[config.mk]
export PLATFORM = sky130hd
export DESIGN_NAME = wb_align_unit
export DESIGN_NICKNAME = d
export VERILOG_FILES = /design/src/rtl/wb_pkg.sv /design/src/rtl/wb_load_align.sv /design/src/rtl/wb_align_unit.sv
export SDC_FILE = /design/constraint.sdc
export NUM_CORES = 1
export LEC_CHECK = 0
export ABC_AREA = 1
export CAP_MARGIN = 20
export CORE_UTILIZATION = 40
export CTS_CLUSTER_DIAMETER = 50
export DETAILED_ROUTE_END_ITERATION = 10
export GPL_ROUTABILITY_DRIVEN = 0
export GPL_TIMING_DRIVEN = 0
export PLACE_DENSITY = 0.71
export SYNTH_ARGS = -nofsm -noshare
export SYNTH_HDL_FRONTEND = slang
export SYNTH_SLANG_ARGS = --single-unit
export TNS_END_PERCENT = 30
[constraint.sdc]
create_clock -name clock -period 7.9 [get_ports clock]
set_input_delay 0.79 -clock clock [delete_from_list [all_inputs] [get_ports clock]]
set_output_delay 0.79 -clock clock [all_outputs]
set_load 0.005 [all_outputs]
[src/rtl/wb_pkg.sv]
// wb_pkg -- shared definitions for the write-back alignment unit.
//
// Contents:
//   - access size encodings (B/H/W/D)
//   - the MSTATUS CSR address and FS/XS field positions used to derive SD
//   - wb_entry_t, the record stored per FIFO entry
//
// Optional macro WB_DIFFTEST_EN adds pc/inst/skip fields to wb_entry_t.
//
// The entry record is sized for the widest legal configuration
// (XLEN = 64, CSR_AW = 12); narrower builds use the low bits only.
package wb_pkg;

  localparam logic [1:0] SIZE_B = 2'd0;
  localparam logic [1:0] SIZE_H = 2'd1;
  localparam logic [1:0] SIZE_W = 2'd2;
  localparam logic [1:0] SIZE_D = 2'd3;

  localparam logic [11:0] MSTATUS_ADDR = 12'h300;

  // mstatus field positions. SD lives in the top bit, so its position is
  // XLEN-1 and is applied by the user of this package.
  localparam int FS_LO = 13;
  localparam int FS_HI = 14;
  localparam int XS_LO = 15;
  localparam int XS_HI = 16;

  localparam int ENTRY_XLEN = 64;
  localparam int ENTRY_AW   = 12;

  typedef struct packed {
    logic [4:0]            wa;
    logic                  wreg;
    logic [ENTRY_XLEN-1:0] wd;
    logic                  misalign;
    logic                  csr_we;
    logic [ENTRY_AW-1:0]   csr_waddr;
    logic [ENTRY_XLEN-1:0] csr_wdata;
`ifdef WB_DIFFTEST_EN
    logic [ENTRY_XLEN-1:0] pc;
    logic [31:0]           inst;
    logic                  skip;
`endif
  } wb_entry_t;

  // SD summarises "some extension state is dirty".
  function automatic logic sd_bit(input logic [1:0] fs, input logic [1:0] xs);
    return (fs == 2'b11) || (xs == 2'b11);
  endfunction

endpackage

[src/rtl/wb_load_align.sv]
// wb_load_align -- combinational load-data extraction and misalign check.
//
// Ports:
//   dm       in  XLEN  raw memory word
//   offset   in  OW    byte address low bits (OW = log2(XLEN/8))
//   size     in  2     0 = B, 1 = H, 2 = W, 3 = D
//   sign     in  1     1 = sign-extend, 0 = zero-extend
//   data     out XLEN  extracted and extended load value
//   misalign out 1     offset not a multiple of the access size, or a
//                      doubleword access on a 32-bit datapath
module wb_load_align
  import wb_pkg::*;
#(
  parameter int XLEN = 64
) (
  input  logic [XLEN-1:0]             dm,
  input  logic [$clog2(XLEN/8)-1:0]   offset,
  input  logic [1:0]                  size,
  input  logic                        sign,
  output logic [XLEN-1:0]             data,
  output logic                        misalign
);

  localparam int OW = $clog2(XLEN/8);

  logic [XLEN-1:0] shifted;
  logic [OW-1:0]   align_mask;

  always_comb begin
    shifted    = dm >> {offset, 3'b000};
    data       = '0;
    align_mask = '0;
    // A size cast of a signed operand sign-extends, so each lane is one
    // expression regardless of XLEN.
    case (size)
      SIZE_B: begin
        data       = sign ? XLEN'($signed(shifted[7:0])) : XLEN'(shifted[7:0]);
        align_mask = OW'(0);
      end
      SIZE_H: begin
        data       = sign ? XLEN'($signed(shifted[15:0])) : XLEN'(shifted[15:0]);
        align_mask = OW'(1);
      end
      SIZE_W: begin
        data       = sign ? XLEN'($signed(shifted[31:0])) : XLEN'(shifted[31:0]);
        align_mask = OW'(3);
      end
      default: begin
        data       = shifted;
        align_mask = OW'(7);
      end
    endcase
    misalign = (|(offset & align_mask)) || ((size == SIZE_D) && (XLEN == 32));
  end

endmodule

[src/rtl/wb_align_unit.sv]
// wb_align_unit -- write-back stage: load alignment, CSR write fix-up and a
// small output FIFO toward the register file / CSR file.
//
// Parameters: XLEN (32/64), DEPTH (2..8 FIFO entries), CSR_AW (<= 12).
// Optional macro WB_DIFFTEST_EN adds in_pc/in_inst/in_skip and
// wb_pc/wb_inst/wb_skip, carried through the FIFO with each entry.
//
// Ports:
//   clock, reset (synchronous, active-high)
//   in_*   entry from the memory stage: dest reg, ALU result, load controls,
//          CSR write request; dm is the raw memory word
//   flush  drops every buffered entry and any push in the same cycle
//   wb_*   register write-back head of FIFO; csr_* CSR write head of FIFO
//
// Handshake: a transfer happens on a clock edge where valid and ready are
// both high. in_ready is high when the FIFO has room or the head is leaving
// in the same cycle; a producer may not withdraw or change an offered entry
// until it is taken. While wb_valid is high and wb_ready low the head and
// all wb_*/csr_* outputs stay put. With wb_valid low every output is zero.
module wb_align_unit
  import wb_pkg::*;
#(
  parameter int XLEN   = 64,
  parameter int DEPTH  = 2,
  parameter int CSR_AW = 12
) (
  input  logic                       clock,
  input  logic                       reset,
  input  logic                       in_valid,
  output logic                       in_ready,
  input  logic [4:0]                 in_wa,
  input  logic                       in_wreg,
  input  logic [XLEN-1:0]            in_dreg,
  input  logic                       in_mreg,
  input  logic [1:0]                 in_size,
  input  logic                       in_sign,
  input  logic [$clog2(XLEN/8)-1:0]  in_offset,
  input  logic [XLEN-1:0]            dm,
  input  logic                       in_csr_we,
  input  logic [CSR_AW-1:0]          in_csr_waddr,
  input  logic [XLEN-1:0]            in_csr_wdata,
  input  logic                       flush,
`ifdef WB_DIFFTEST_EN
  input  logic [XLEN-1:0]            in_pc,
  input  logic [31:0]                in_inst,
  input  logic                       in_skip,
  output logic [XLEN-1:0]            wb_pc,
  output logic [31:0]                wb_inst,
  output logic                       wb_skip,
`endif
  output logic                       wb_valid,
  input  logic                       wb_ready,
  output logic [4:0]                 wb_wa,
  output logic                       wb_wreg,
  output logic [XLEN-1:0]            wb_wd,
  output logic                       wb_misalign,
  output logic                       csr_we,
  output logic [CSR_AW-1:0]          csr_waddr,
  output logic [XLEN-1:0]            csr_wdata
);

  localparam int PW = (DEPTH > 1) ? $clog2(DEPTH) : 1;
  localparam int CW = $clog2(DEPTH + 1);

  wb_entry_t       mem [DEPTH];
  wb_entry_t       push_e;
  wb_entry_t       head_e;
  logic [PW-1:0]   wr_ptr;
  logic [PW-1:0]   rd_ptr;
  logic [CW-1:0]   count;
  logic            push;
  logic            pop;
  logic [XLEN-1:0] ld_data;
  logic            ld_misalign;
  logic [XLEN-1:0] csr_d;

  function automatic logic [PW-1:0] ptr_inc(input logic [PW-1:0] p);
    return (p == PW'(DEPTH - 1)) ? '0 : p + PW'(1);
  endfunction

  wb_load_align #(.XLEN(XLEN)) u_load_align (
    .dm       (dm),
    .offset   (in_offset),
    .size     (in_size),
    .sign     (in_sign),
    .data     (ld_data),
    .misalign (ld_misalign)
  );

  assign wb_valid = (count != '0);
  assign pop      = wb_valid && wb_ready;
  // Gating with reset keeps a transfer from being taken in a reset cycle.
  assign in_ready = !reset && ((count < CW'(DEPTH)) || pop);
  assign push     = in_valid && in_ready && !flush;

  // Entry is fully formed at accept time so the FIFO only moves data.
  always_comb begin
    push_e          = '0;
    push_e.wa       = in_wa;
    push_e.misalign = ld_misalign;
    push_e.wreg     = in_wreg && (in_wa != 5'd0) && !ld_misalign;
    push_e.wd[XLEN-1:0] = in_mreg ? ld_data : in_dreg;
    push_e.csr_we   = in_csr_we;
    push_e.csr_waddr[CSR_AW-1:0] = in_csr_waddr;
    csr_d = in_csr_wdata;
    if (in_csr_we && (in_csr_waddr == CSR_AW'(MSTATUS_ADDR))) begin
      csr_d[XLEN-1] = sd_bit(in_csr_wdata[FS_HI:FS_LO], in_csr_wdata[XS_HI:XS_LO]);
    end
    push_e.csr_wdata[XLEN-1:0] = csr_d;
`ifdef WB_DIFFTEST_EN
    push_e.pc[XLEN-1:0] = in_pc;
    push_e.inst         = in_inst;
    push_e.skip         = in_skip;
`endif
  end

  always_ff @(posedge clock) begin
    if (push) begin
      mem[wr_ptr] <= push_e;
    end
  end

  always_ff @(posedge clock) begin
    if (reset || flush) begin
      wr_ptr <= '0;
      rd_ptr <= '0;
      count  <= '0;
    end else begin
      if (push) wr_ptr <= ptr_inc(wr_ptr);
      if (pop)  rd_ptr <= ptr_inc(rd_ptr);
      case ({push, pop})
        2'b10:   count <= count + CW'(1);
        2'b01:   count <= count - CW'(1);
        default: ;
      endcase
    end
  end

  // Storage is not reset; an empty FIFO presents an all-zero head instead.
  assign head_e = wb_valid ? mem[rd_ptr] : '0;

  assign wb_wa       = head_e.wa;
  assign wb_wreg     = head_e.wreg;
  assign wb_wd       = head_e.wd[XLEN-1:0];
  assign wb_misalign = head_e.misalign;
  assign csr_we      = head_e.csr_we;
  assign csr_waddr   = head_e.csr_waddr[CSR_AW-1:0];
  assign csr_wdata   = head_e.csr_wdata[XLEN-1:0];
`ifdef WB_DIFFTEST_EN
  assign wb_pc   = head_e.pc[XLEN-1:0];
  assign wb_inst = head_e.inst;
  assign wb_skip = head_e.skip;
`endif

endmodule

==> flow_summary.ini <==
[floorplanning]
chipWidth_um = 189
core_area_um2 = 34500
floorplan.die_area_um2 = 35800
num_rows = 68
chipHeight_um = 189
num_io_pins = 373
initial_utilization_pct = 40.6

[sta]
slew-limit-headroom_pct = 38.1
timing.final.setup_violations = 0
layout_min_cycle_time_ns = 4.19
hold_viol = 0
rsz0062_at_grt = false
fin_worst_skew_ns = 0.0201
max_freq_mhz = 239
final_max_slew_viol_count = 0
worst_slew_pin_slew_ns = 0.927
min_period_over_period_pct = 53.1

[route]
count_of_vias_placed_by_the_detailed_router = 12454
drt_drc_violations_left = 0
post_drt_wl_per_cell_um = 19.5
finalWirelength_mm = 46.0
drt-vias-per-instance = 5.26
ant_nets = 0
drtIter0Drc = 1013
detailedRoute.firstPassIterationCount = 6

[cts]
hold_buffers = 0
numCtsBuffers = 36
post-cts-setup-buffer-count = 0
htreeDepth = 2
clock_latency_reported_for_the_late_side_of_the_worst_skew_pair_ns = 0.50
cts_resized = 0
tritoncts_clock_tree = built
clock_sink_count = 301
cts_root_buffer = sky130_fd_sc_hd__clkbuf_16
cts-root-to-sink-buffers = 3
clk_transition_reported_paths_ns = 0.06

[critical_path]
crit_path_dat_ns = 3.40
worst-path-max-fanout = 10
rr_endpoint = mem[1][88]
cp-start-kind = flop
logic_depth_of_the_worst_register_to_register_path = 7
cell_chain_critical_path = clkbuf_1 > inv_1 > clkbuf_1 > clkbuf_1 > nand2_1 > a21oi_1 > clkdlybuf4s50_1
cp_common_cell = sky130_fd_sc_hd__clkbuf_1
r2r_start = count[1]
cp_num_buf_inv = 5
required_ns = 7.11
regToRegSetupSlack_ns = 5.30
critPathKind = flop to output port
slowest_cell_on_the_critical_path = sky130_fd_sc_hd__clkbuf_1
category_of_the_worst_setup_path_capture_point = output port
critPathMaxStageDelay_ns = 0.68
critPathTopFamily = buffers and inverters

[min_path]
worst_min_delay_path_class = flop to flop
timing.hold.worst.start = rd_ptr
hold_end = rd_ptr
timing.hold.worst_path_depth = 1

[placement]
cell_count_post_placement = 2301
dp.final_hpwl_mm = 35.0
place_area_um2 = 18500
numPortBuffers = 370

[pwr]
power_leakage_nw = 7.14
power.density_cell_area_nw_per_um2 = 196
ir_worst_vdd_mv = 0.148

[finish]
layoutNonFillerInstCount = 2366
drive_gt1_share_pct = 5.81
fin_area_um2 = 19700
design.final.nets = 2108
area_growth_pct = 40.5
num-fill-cells = 3000

[synthesis]
synth_cells = 1466
yosysWarnings = 0
avg_synthesized_cell_area_um2 = 9.58
flip_flop_and_latch_count_after_synthesis = 301
sequential_fraction_of_the_synthesis_area_pct = 64.0
synth.net_count = 1690
synth_cell_types = 32
netlist_area_um2 = 14000

[flow_run]
drv_cap = 0

[grt]
grt_first_pass_wirelength_mm = 69.1
grt_max_degree = 33
initial_antenna_violation_count = 1
grtUsageTotal_pct = 25.4
grt_remaining_overflow = 0
grt_pass1_vias = 11985

[outcome]
status = completed
## placed cells by master, fill, tap and decap left out, types with 20 or more instances in the layout
cell type / instances
sky130_fd_sc_hd__a21oi_1: 196
sky130_fd_sc_hd__clkbuf_1: 74
sky130_fd_sc_hd__clkbuf_16: 37
sky130_fd_sc_hd__clkdlybuf4s50_1: 370
sky130_fd_sc_hd__edfxtp_1: 296
sky130_fd_sc_hd__inv_1: 20
sky130_fd_sc_hd__nand2_1: 489
sky130_fd_sc_hd__nand3_1: 66
sky130_fd_sc_hd__nor2_1: 159
sky130_fd_sc_hd__o21ai_0: 78
## how the worst max path moves through the flow
stage,start,to,cells after the start,slack (ns)
after floorplan,flush,mem[0][0],3,-0.09
after global routing,flop,wb_wd[7],7,3.50
after detailed placement,reset,mem[1][92],8,4.13
after global placement,reset,mem[1][90],4,-4.33
final,flop,wb_wd[4],7,3.71
after CTS,flop,wb_wd[4],7,3.62
## final cells by class
type,count,area (um2),share of cell area (%)
sequential,301,8990,45.6
multi-input combinational,1038,4500,22.8
timing repair buffer,380,3930,19.9
clock buffer,44,952,4.83
tap,455,569,2.89
buffer,101,464,2.35
clock inverter,20,223,1.13
inverter,26,100,0.507
antenna,1,2.50,0.0127
## registers in the layout, summed over array words and instances, names as in the netlist, named ones only
| signal | cells |
|---|---|
| mem | 296 |
| count | 2 |
| rd_ptr | 1 |
| wr_ptr | 1 |
## report_power, final
group | total (mW) | internal [mW] | leakage (nW) | switching, mW
Combinational | 0.438 | 0.197 | 3.84 | 0.240
Clock | 1.63 | 0.997 | 0.572 | 0.635
Sequential | 1.80 | 1.80 | 2.73 | 0.00637
Total | 3.87 | 2.99 | 7.14 | 0.881
## per-layer routing
metal	vias to the layer above	track usage [%]	wire length, um
met5	-	0	0
met4	0	10.5	1990
li1	5862	-	-
met2	701	42.6	21900
met1	5757	32.0	18100
met3	134	5.19	4120
## worst reg2reg max path, cell delays in order (launching register included)
cell and delay, ns:
sky130_fd_sc_hd__dfxtp_1 0.33, sky130_fd_sc_hd__inv_1 0.09, sky130_fd_sc_hd__o211ai_1 0.24, sky130_fd_sc_hd__nor2_4 0.68, sky130_fd_sc_hd__buf_12 0.30, sky130_fd_sc_hd__buf_12 0.23, sky130_fd_sc_hd__buf_12 0.23, sky130_fd_sc_hd__buf_16 0.21
## stage by stage
stage	power [mW]	hold slack (ns)	utilization (%)	setup slack, ns	setup TNS [ns]
global route	3.99	0.475	57.1	3.50	0
detailed placement	2.26	0.442	53.7	4.13	0
global placement	2.26	0.434	53.0	-4.33	-1272.00
CTS	3.89	0.450	57.1	3.62	0
finish	3.87	0.455	57.1	3.71	0
floorplan	2.02	0.425	-	-0.0919	-27.21
## cells in the mapped netlist
cell type                  number  area share, %
sky130_fd_sc_hd__nor4_1         2          0.089
sky130_fd_sc_hd__and2_0         2          0.089
sky130_fd_sc_hd__ha_1           1          0.089
sky130_fd_sc_hd__o21ai_0       78            2.8
sky130_fd_sc_hd__o211ai_1       4           0.21
sky130_fd_sc_hd__inv_1         20           0.53
sky130_fd_sc_hd__o21ai_1        3           0.11
sky130_fd_sc_hd__clkinv_1       2          0.054
sky130_fd_sc_hd__edfxtp_1     296             63
sky130_fd_sc_hd__o221ai_1       1          0.062
sky130_fd_sc_hd__inv_4          1          0.045
sky130_fd_sc_hd__buf_4          3           0.16
sky130_fd_sc_hd__inv_2          3          0.080
sky130_fd_sc_hd__a21oi_1      196            7.0
sky130_fd_sc_hd__nor2_1       161            4.3
sky130_fd_sc_hd__a22o_1         1          0.062
sky130_fd_sc_hd__nor3_1         1          0.036
sky130_fd_sc_hd__and2_1         1          0.045
sky130_fd_sc_hd__or2_2          6           0.27
sky130_fd_sc_hd__nand2_1      489             13
sky130_fd_sc_hd__nand3_4        1           0.12
sky130_fd_sc_hd__a21oi_2        2           0.12
sky130_fd_sc_hd__buf_2         17           0.61
sky130_fd_sc_hd__dfxtp_1        5           0.71
sky130_fd_sc_hd__nand3_2        4           0.29
sky130_fd_sc_hd__buf_6          7           0.56
sky130_fd_sc_hd__nand2_2        4           0.18
sky130_fd_sc_hd__clkbuf_1      67            1.8
sky130_fd_sc_hd__a31oi_1        8           0.36
sky130_fd_sc_hd__buf_1          7           0.19
sky130_fd_sc_hd__or2_1          7           0.31
sky130_fd_sc_hd__nand3_1       66            2.4
## kinds of logic (layout without fill, tap and decap cells)
group                      Yosys count  in the layout  synth area share, %
buffers and inverters              127            571                 4.02
other                                0              1                    0
DFF                                301            301                 64.0
adders and majority gates            1              1               0.0891
and+or+nand+nor                    744            744                 21.2
AOI/OAI and AO/OA                  293            293                 10.7
Power figures use the tool's default switching activity.
